### src/rtl/seg7_led_port.sv
// Bus-slave LED / 4-digit 7-segment display port with autonomous digit multiplexing.
// Optional anti-ghosting blanking at each digit switch is enabled by defining SEG7_BLANK_EN.
module seg7_led_port #(
  parameter int SCAN_DIV     = 12500,
  parameter int BLANK_CYCLES = 64
) (
  input  logic        clk,
  input  logic        rst_n,
  input  logic        sel_i,
  input  logic [1:0]  addr_i,
  input  logic [31:0] wdata_i,
  input  logic [3:0]  lane_i,
  input  logic        wr_i,
  input  logic        valid_i,
  output logic        ready_o,
  output logic [31:0] rdata_o,
  output logic [3:0]  led_o,
  output logic [3:0]  dig_o,
  output logic [7:0]  seg_o
);

  localparam int CW = (SCAN_DIV > 2) ? $clog2(SCAN_DIV) : 1;
  localparam logic [CW-1:0] LastCnt = CW'(SCAN_DIV - 1);
  // Length of the all-off window at the start of each slot; zero when blanking is not built in.
  localparam int BlankLen =
`ifdef SEG7_BLANK_EN
    BLANK_CYCLES;
`else
    0 * BLANK_CYCLES;
`endif

  typedef enum logic {S_IDLE, S_ACK} state_t;

  state_t      state_q;
  logic        ready_q;
  logic [31:0] rdata_q;
  logic [19:0] data_q, data_d;
  logic [3:0]  led_q, led_d;
  logic [1:0]  ctrl_q, ctrl_d;
  logic [31:0] raw_q, raw_d;
  logic [CW-1:0] cnt_q, cnt_d;
  logic [1:0]  idx_q, idx_d;
  logic [3:0]  dig_q, dig_d;
  logic [7:0]  seg_q, seg_d;

  logic        accept;
  logic        doWrite;
  logic [31:0] readMux;
  logic [3:0]  nibble;
  logic [7:0]  rawByte;
  logic [3:0]  dpBits;
  logic        blank;

  function automatic logic [6:0] hexDecode(input logic [3:0] h);
    logic [6:0] s;
    case (h)
      4'h0: s = 7'h3F;
      4'h1: s = 7'h06;
      4'h2: s = 7'h5B;
      4'h3: s = 7'h4F;
      4'h4: s = 7'h66;
      4'h5: s = 7'h6D;
      4'h6: s = 7'h7D;
      4'h7: s = 7'h07;
      4'h8: s = 7'h7F;
      4'h9: s = 7'h6F;
      4'hA: s = 7'h77;
      4'hB: s = 7'h7C;
      4'hC: s = 7'h39;
      4'hD: s = 7'h5E;
      4'hE: s = 7'h79;
      default: s = 7'h71;
    endcase
    return s;
  endfunction

  // A transaction is accepted only from IDLE, so a held valid writes exactly once.
  assign accept  = (state_q == S_IDLE) && valid_i && sel_i;
  assign doWrite = accept && wr_i;

  always_comb begin
    readMux = 32'h0;
    case (addr_i)
      2'd0: readMux = {12'h0, data_q};
      2'd1: readMux = {28'h0, led_q};
      2'd2: readMux = {30'h0, ctrl_q};
      default: readMux = raw_q;
    endcase
  end

  always_comb begin
    data_d = data_q;
    led_d  = led_q;
    ctrl_d = ctrl_q;
    raw_d  = raw_q;
    if (doWrite) begin
      case (addr_i)
        2'd0: begin
          if (lane_i[0]) data_d[7:0]   = wdata_i[7:0];
          if (lane_i[1]) data_d[15:8]  = wdata_i[15:8];
          if (lane_i[2]) data_d[19:16] = wdata_i[19:16];
        end
        2'd1: if (lane_i[0]) led_d = wdata_i[3:0];
        2'd2: if (lane_i[0]) ctrl_d = wdata_i[1:0];
        default: begin
          for (int b = 0; b < 4; b++)
            if (lane_i[b]) raw_d[8*b +: 8] = wdata_i[8*b +: 8];
        end
      endcase
    end
  end

  // Scan state follows the post-write enable, so a disabling write beats a terminal-count advance.
  always_comb begin
    cnt_d = cnt_q;
    idx_d = idx_q;
    if (!ctrl_d[0]) begin
      cnt_d = '0;
      idx_d = 2'd0;
    end else if (cnt_q == LastCnt) begin
      cnt_d = '0;
      idx_d = idx_q + 2'd1;
    end else begin
      cnt_d = cnt_q + CW'(1);
    end
  end

  always_comb begin
    dpBits = data_d[19:16];
    case (idx_d)
      2'd0: begin nibble = data_d[3:0];   rawByte = raw_d[7:0];   end
      2'd1: begin nibble = data_d[7:4];   rawByte = raw_d[15:8];  end
      2'd2: begin nibble = data_d[11:8];  rawByte = raw_d[23:16]; end
      default: begin nibble = data_d[15:12]; rawByte = raw_d[31:24]; end
    endcase
    blank = !ctrl_d[0] || (int'(cnt_d) < BlankLen);
    if (blank) begin
      dig_d = 4'hF;
      seg_d = 8'hFF;
    end else begin
      dig_d = ~(4'b0001 << idx_d);
      seg_d = ctrl_d[1] ? ~rawByte : ~{dpBits[idx_d], hexDecode(nibble)};
    end
  end

  always_ff @(posedge clk or negedge rst_n) begin
    if (!rst_n) begin
      data_q <= '0;
      led_q  <= '0;
      ctrl_q <= 2'b01;
      raw_q  <= '0;
      cnt_q  <= '0;
      idx_q  <= 2'd0;
      dig_q  <= 4'hF;
      seg_q  <= 8'hFF;
    end else begin
      data_q <= data_d;
      led_q  <= led_d;
      ctrl_q <= ctrl_d;
      raw_q  <= raw_d;
      cnt_q  <= cnt_d;
      idx_q  <= idx_d;
      dig_q  <= dig_d;
      seg_q  <= seg_d;
    end
  end

  // Handshake: ready rises the cycle after acceptance and falls once valid is seen low.
  always_ff @(posedge clk or negedge rst_n) begin
    if (!rst_n) begin
      state_q <= S_IDLE;
      ready_q <= 1'b0;
      rdata_q <= '0;
    end else begin
      case (state_q)
        S_IDLE: begin
          if (accept) begin
            ready_q <= 1'b1;
            rdata_q <= wr_i ? 32'h0 : readMux;
            state_q <= S_ACK;
          end
        end
        default: begin
          if (!valid_i) begin
            ready_q <= 1'b0;
            rdata_q <= '0;
            state_q <= S_IDLE;
          end
        end
      endcase
    end
  end

  assign ready_o = ready_q;
  assign rdata_o = rdata_q;
  assign led_o   = ~led_q;
  assign dig_o   = dig_q;
  assign seg_o   = seg_q;

endmodule
### config.mk
export PLATFORM = sky130hd
export DESIGN_NAME = seg7_led_port
export DESIGN_NICKNAME = d
export VERILOG_FILES = /design/src/rtl/seg7_led_port.sv
export SDC_FILE = /design/constraint.sdc
export NUM_CORES = 1
export LEC_CHECK = 0
export CORE_ASPECT_RATIO = 0.9
export CORE_MARGIN = 3
export CORE_UTILIZATION = 45
export CTS_BUF_LIST = sky130_fd_sc_hd__clkbuf_16
export CTS_CLUSTER_DIAMETER = 50
export DETAILED_ROUTE_END_ITERATION = 6
export GPL_ROUTABILITY_DRIVEN = 0
export GPL_TIMING_DRIVEN = 0
export PLACE_DENSITY = 0.72
export SYNTH_ARGS = -nofsm -noshare
export SYNTH_HDL_FRONTEND = slang
export SYNTH_SLANG_ARGS = --single-unit
### constraint.sdc
create_clock -name clk -period 3.2 [get_ports clk]
set_input_delay 0.96 -clock clk [delete_from_list [all_inputs] [get_ports clk]]
set_output_delay 0.96 -clock clk [all_outputs]
set_load 0.03 [all_outputs]
==> run summary <==
port bufs - 89
period utilization - 0.9970
Reg power frac - 0.373
worst-margin pin slew - 698.1 ps
Internal Pwr Total - 3.595 mW
Slew Limit Fails - 0
Post-Syn Area - 5725 um^2
run status - completed
# fillers - 930
Die Wd - 124.9 um
vias in the first global route - 4818
Yosys cell types - 68
asr flop ratio synth - 1.000
Pwr per Cell Area - 647.5 nW/um^2
hold slack final - 474.2 ps
iteration count of the initial detailed-routing pass - 5
CORE AREA - 12270 um^2
register area share after synthesis - 0.5273
fin cells - 817
Worst EP required - 3530 ps
first-pass GRT wire length - 25570 um
Vias/cell - 5.920
synthesis-stage register bit count - 120
setup TNS - 0 ps
GRT Residual Overflow - 0
post-synthesis instance total - 524
CTS tree - built
number of flops mapped to enable cells by yosys - 0
htree depth - 4
crit start category - primary input
chip height - 113.0 um
pin count of the biggest net entering global routing - 73
Clock Pin Slew Worst Setup and Hold Paths - 50 ps
Avg WL per Cell - 20.07 um
Starting DRT DRC Count - 502
RSZ-0062 raised after global routing - true
slowest CP cell - clkdlybuf4s50_1
hpwl dp - 11350 um
top cells by area, synth - dfrtp_1, mux2_2, dfstp_2, o21ai_0, a22oi_1
syn nets - 572
antenna violations before repair - 0
Switch Pwr - 1.440 mW
dpl cells - 774
final net count - 692
Setup Skew - 7.119 ps
Clock Power Share - 0.415
# hold bufs at CTS - 0
busiest grt layer - met2
Comb pwr share - 0.211
critical path class - primary input to register
Slew headroom - 0.5329
routing usage on met2 - 0.3790
top cells by count, synth - dfrtp_1, mux2_2, nand2_1
Hold Path Class - primary input to async pin
GR Layer Usage met3 - 0.06937
Final Hold Fails - 0
crit path time final - 3190 ps
CP top delay family - compound AO/OA/AOI/OAI gates
# setup viols final - 0
antenna viol nets, final - 0
Highest Clock Rate - 313.4 MHz
# IOs - 92
Routed WL - 16400 um
total CTS buffers - 17
Worst EP arrival - 3530 ps
Sw Share - 0.2861
max incr delay on CP - 530 ps
n_diodes - 0
share of layout cells above drive strength 1 - 0.2496
Worst-Skew Late Latency - 420 ps
max cap viols - 0
LEAKAGE - 3.369 nW
CP max FO - 10
Root Buffer - clkbuf_16
# clock sinks - 120
most frequent cell after synthesis - dfrtp_1
Starting Density - 0.4667
GR met1 Demand/Resource - 0.2982
cell chain of the critical path - clkdlybuf4s50_1, buf_6, a31oi_4, o21ai_1, a21oi_1, o32ai_2, buf_4, o21ai_4, ha_2, or3_1, a31oi_1
Avg Inst Size Synth - 10.93 um^2
Critical Path Sink Type - register
leading area contributor after synthesis - dfrtp_1
Util after Layout - 0.6339
dominant synthesized flop cell - dfrtp_1
Global Route Usage Sum - 0.2316
synth warn - 0
area delta synth->final - 35.82%
DRC - 0
share of the synthesized area in the top cell type - 0.4677
Die Area - 14110 um^2
Core Rows - 38
worst ir drop on vdd - 0.3580 mV
WP buf/inv - 3
clk buf depth - 2
routed via count - 4837
## final cells by class
| type | instances | area, um^2 | area share |
|---|---|---|---|
| Buffer | 25 | 152.6 | 0.01963 |
| Clock buffer | 17 | 425.4 | 0.05471 |
| Clock inverter | 15 | 222.7 | 0.02864 |
| Inverter | 23 | 86.33 | 0.01110 |
| Multi-Input combinational cell | 355 | 2669 | 0.3432 |
| Sequential cell | 120 | 3020 | 0.3884 |
| Tap cell | 160 | 200.2 | 0.02574 |
| Timing Repair Buffer | 102 | 999.7 | 0.1286 |
## power by group through the flow
stage	sequential, mW	clock (mW)	combinational, mW
detailed placement	1.90	0	0.964
finish	1.88	2.09	1.06
global placement	1.88	0	0.944
CTS	1.87	2.11	1.02
global route	1.90	2.19	1.14
floorplan	1.98	0	0.476
## metal layers
| layer | part of all wire | vias to the layer above | wire length, um |
|---|---|---|---|
| met5 | 0 | - | 0 |
| met4 | 0.023 | 0 | 369 |
| met3 | 0.081 | 33 | 1326 |
| met2 | 0.48 | 244 | 7949 |
| met1 | 0.41 | 2395 | 6752 |
| li1 | - | 2165 | - |
## sequential cells by signal, summed over array words and instances (netlist names), 2 cells and up
| signal | flops |
|---|---|
| cnt_q | 14 |
| ctrl_q | 2 |
| data_q | 20 |
| dig_o | 4 |
| idx_q | 2 |
| led_q | 4 |
| raw_q | 32 |
| rdata_o | 32 |
| seg_o | 8 |
## worst paths after layout
| check | startpoint | end | slack [ps] | cells after the start |
|---|---|---|---|---|
| worst max-delay path | lane_i[0] | seg_o[5]$_DFF_PN1_ | 10 | 11 |
| max in group asynchronous | rst_n | dig_o[1]$_DFF_PN1_ | 1990 | 2 |
| worst max register to register | cnt_q[8]$_DFF_PN0_ | seg_o[5]$_DFF_PN1_ | 70 | 10 |
| worst min-delay path | rst_n | cnt_q[9]$_DFF_PN0_ | 470 | 1 |
| worst min register to register | raw_q[28]$_DFF_PN0_ | rdata_o[28]$_DFFE_PN0P_ | 480 | 1 |
| min in group clk | raw_q[28]$_DFF_PN0_ | rdata_o[28]$_DFFE_PN0P_ | 480 | 1 |
## stage by stage
| step | instance area [um^2] | setup slack (ps) | power [mW] |
|---|---|---|---|
| floorplan | 5749 | -25.23 | 2.461 |
| global placement | 6840 | -3328 | 2.827 |
| detailed placement | 6869 | -1090 | 2.861 |
| CTS | 7662 | 21.94 | 5.005 |
| global route | 7776 | -58.92 | 5.227 |
| finish | 7776 | 9.514 | 5.035 |
## placed cells by master (no fill, tap or decap), types with 3 or more instances in the layout
master,Yosys,routed
dfrtp_1,107,106
clkdlybuf4s50_1,0,85
mux2_2,46,45
nand2_1,43,42
o21ai_0,37,31
nor2_1,32,29
nand3_1,29,27
a22oi_1,22,22
inv_1,23,21
a21oi_1,19,17
clkbuf_16,0,17
a22o_1,14,14
clkbuf_1,22,13
dfstp_2,13,13
buf_4,0,12
nand4_1,8,8
xor2_1,8,8
mux2i_1,8,7
xnor2_1,6,5
bufinv_16,0,5
buf_6,2,4
clkbuf_2,0,4
and2_1,4,4
o21ai_1,3,4
o21ai_2,0,4
o32ai_2,1,4
and3_1,4,4
a21oi_2,1,3
buf_2,2,3
o211ai_1,3,3
nor3b_1,3,3
a31oi_1,5,3
nor3_1,3,3
ha_1,5,3
inv_6,0,3
## kinds of logic (layout without fill, tap and decap cells)
| group | count (synthesis) | count (layout) | share of synthesized area |
|---|---|---|---|
| AO/OA/AOI/OAI | 131 | 131 | 0.1560 |
| XOR/XNOR | 14 | 14 | 0.02142 |
| adder cells (fa/ha/maj) | 5 | 5 | 0.01093 |
| buffers and inverters | 49 | 182 | 0.03518 |
| flip-flops | 120 | 120 | 0.5273 |
| multiplexers | 57 | 57 | 0.1163 |
| AND/OR/NAND/NOR | 148 | 148 | 0.1329 |
## repair_timing
item,4_1_cts,5_1_grt
setup buffers,8,4
cloned,0,0
setup endpoints to repair,8,8
gates resized for setup,28,34
pin swaps,8,8
Note: power is estimated with default switching activity, not from simulation.
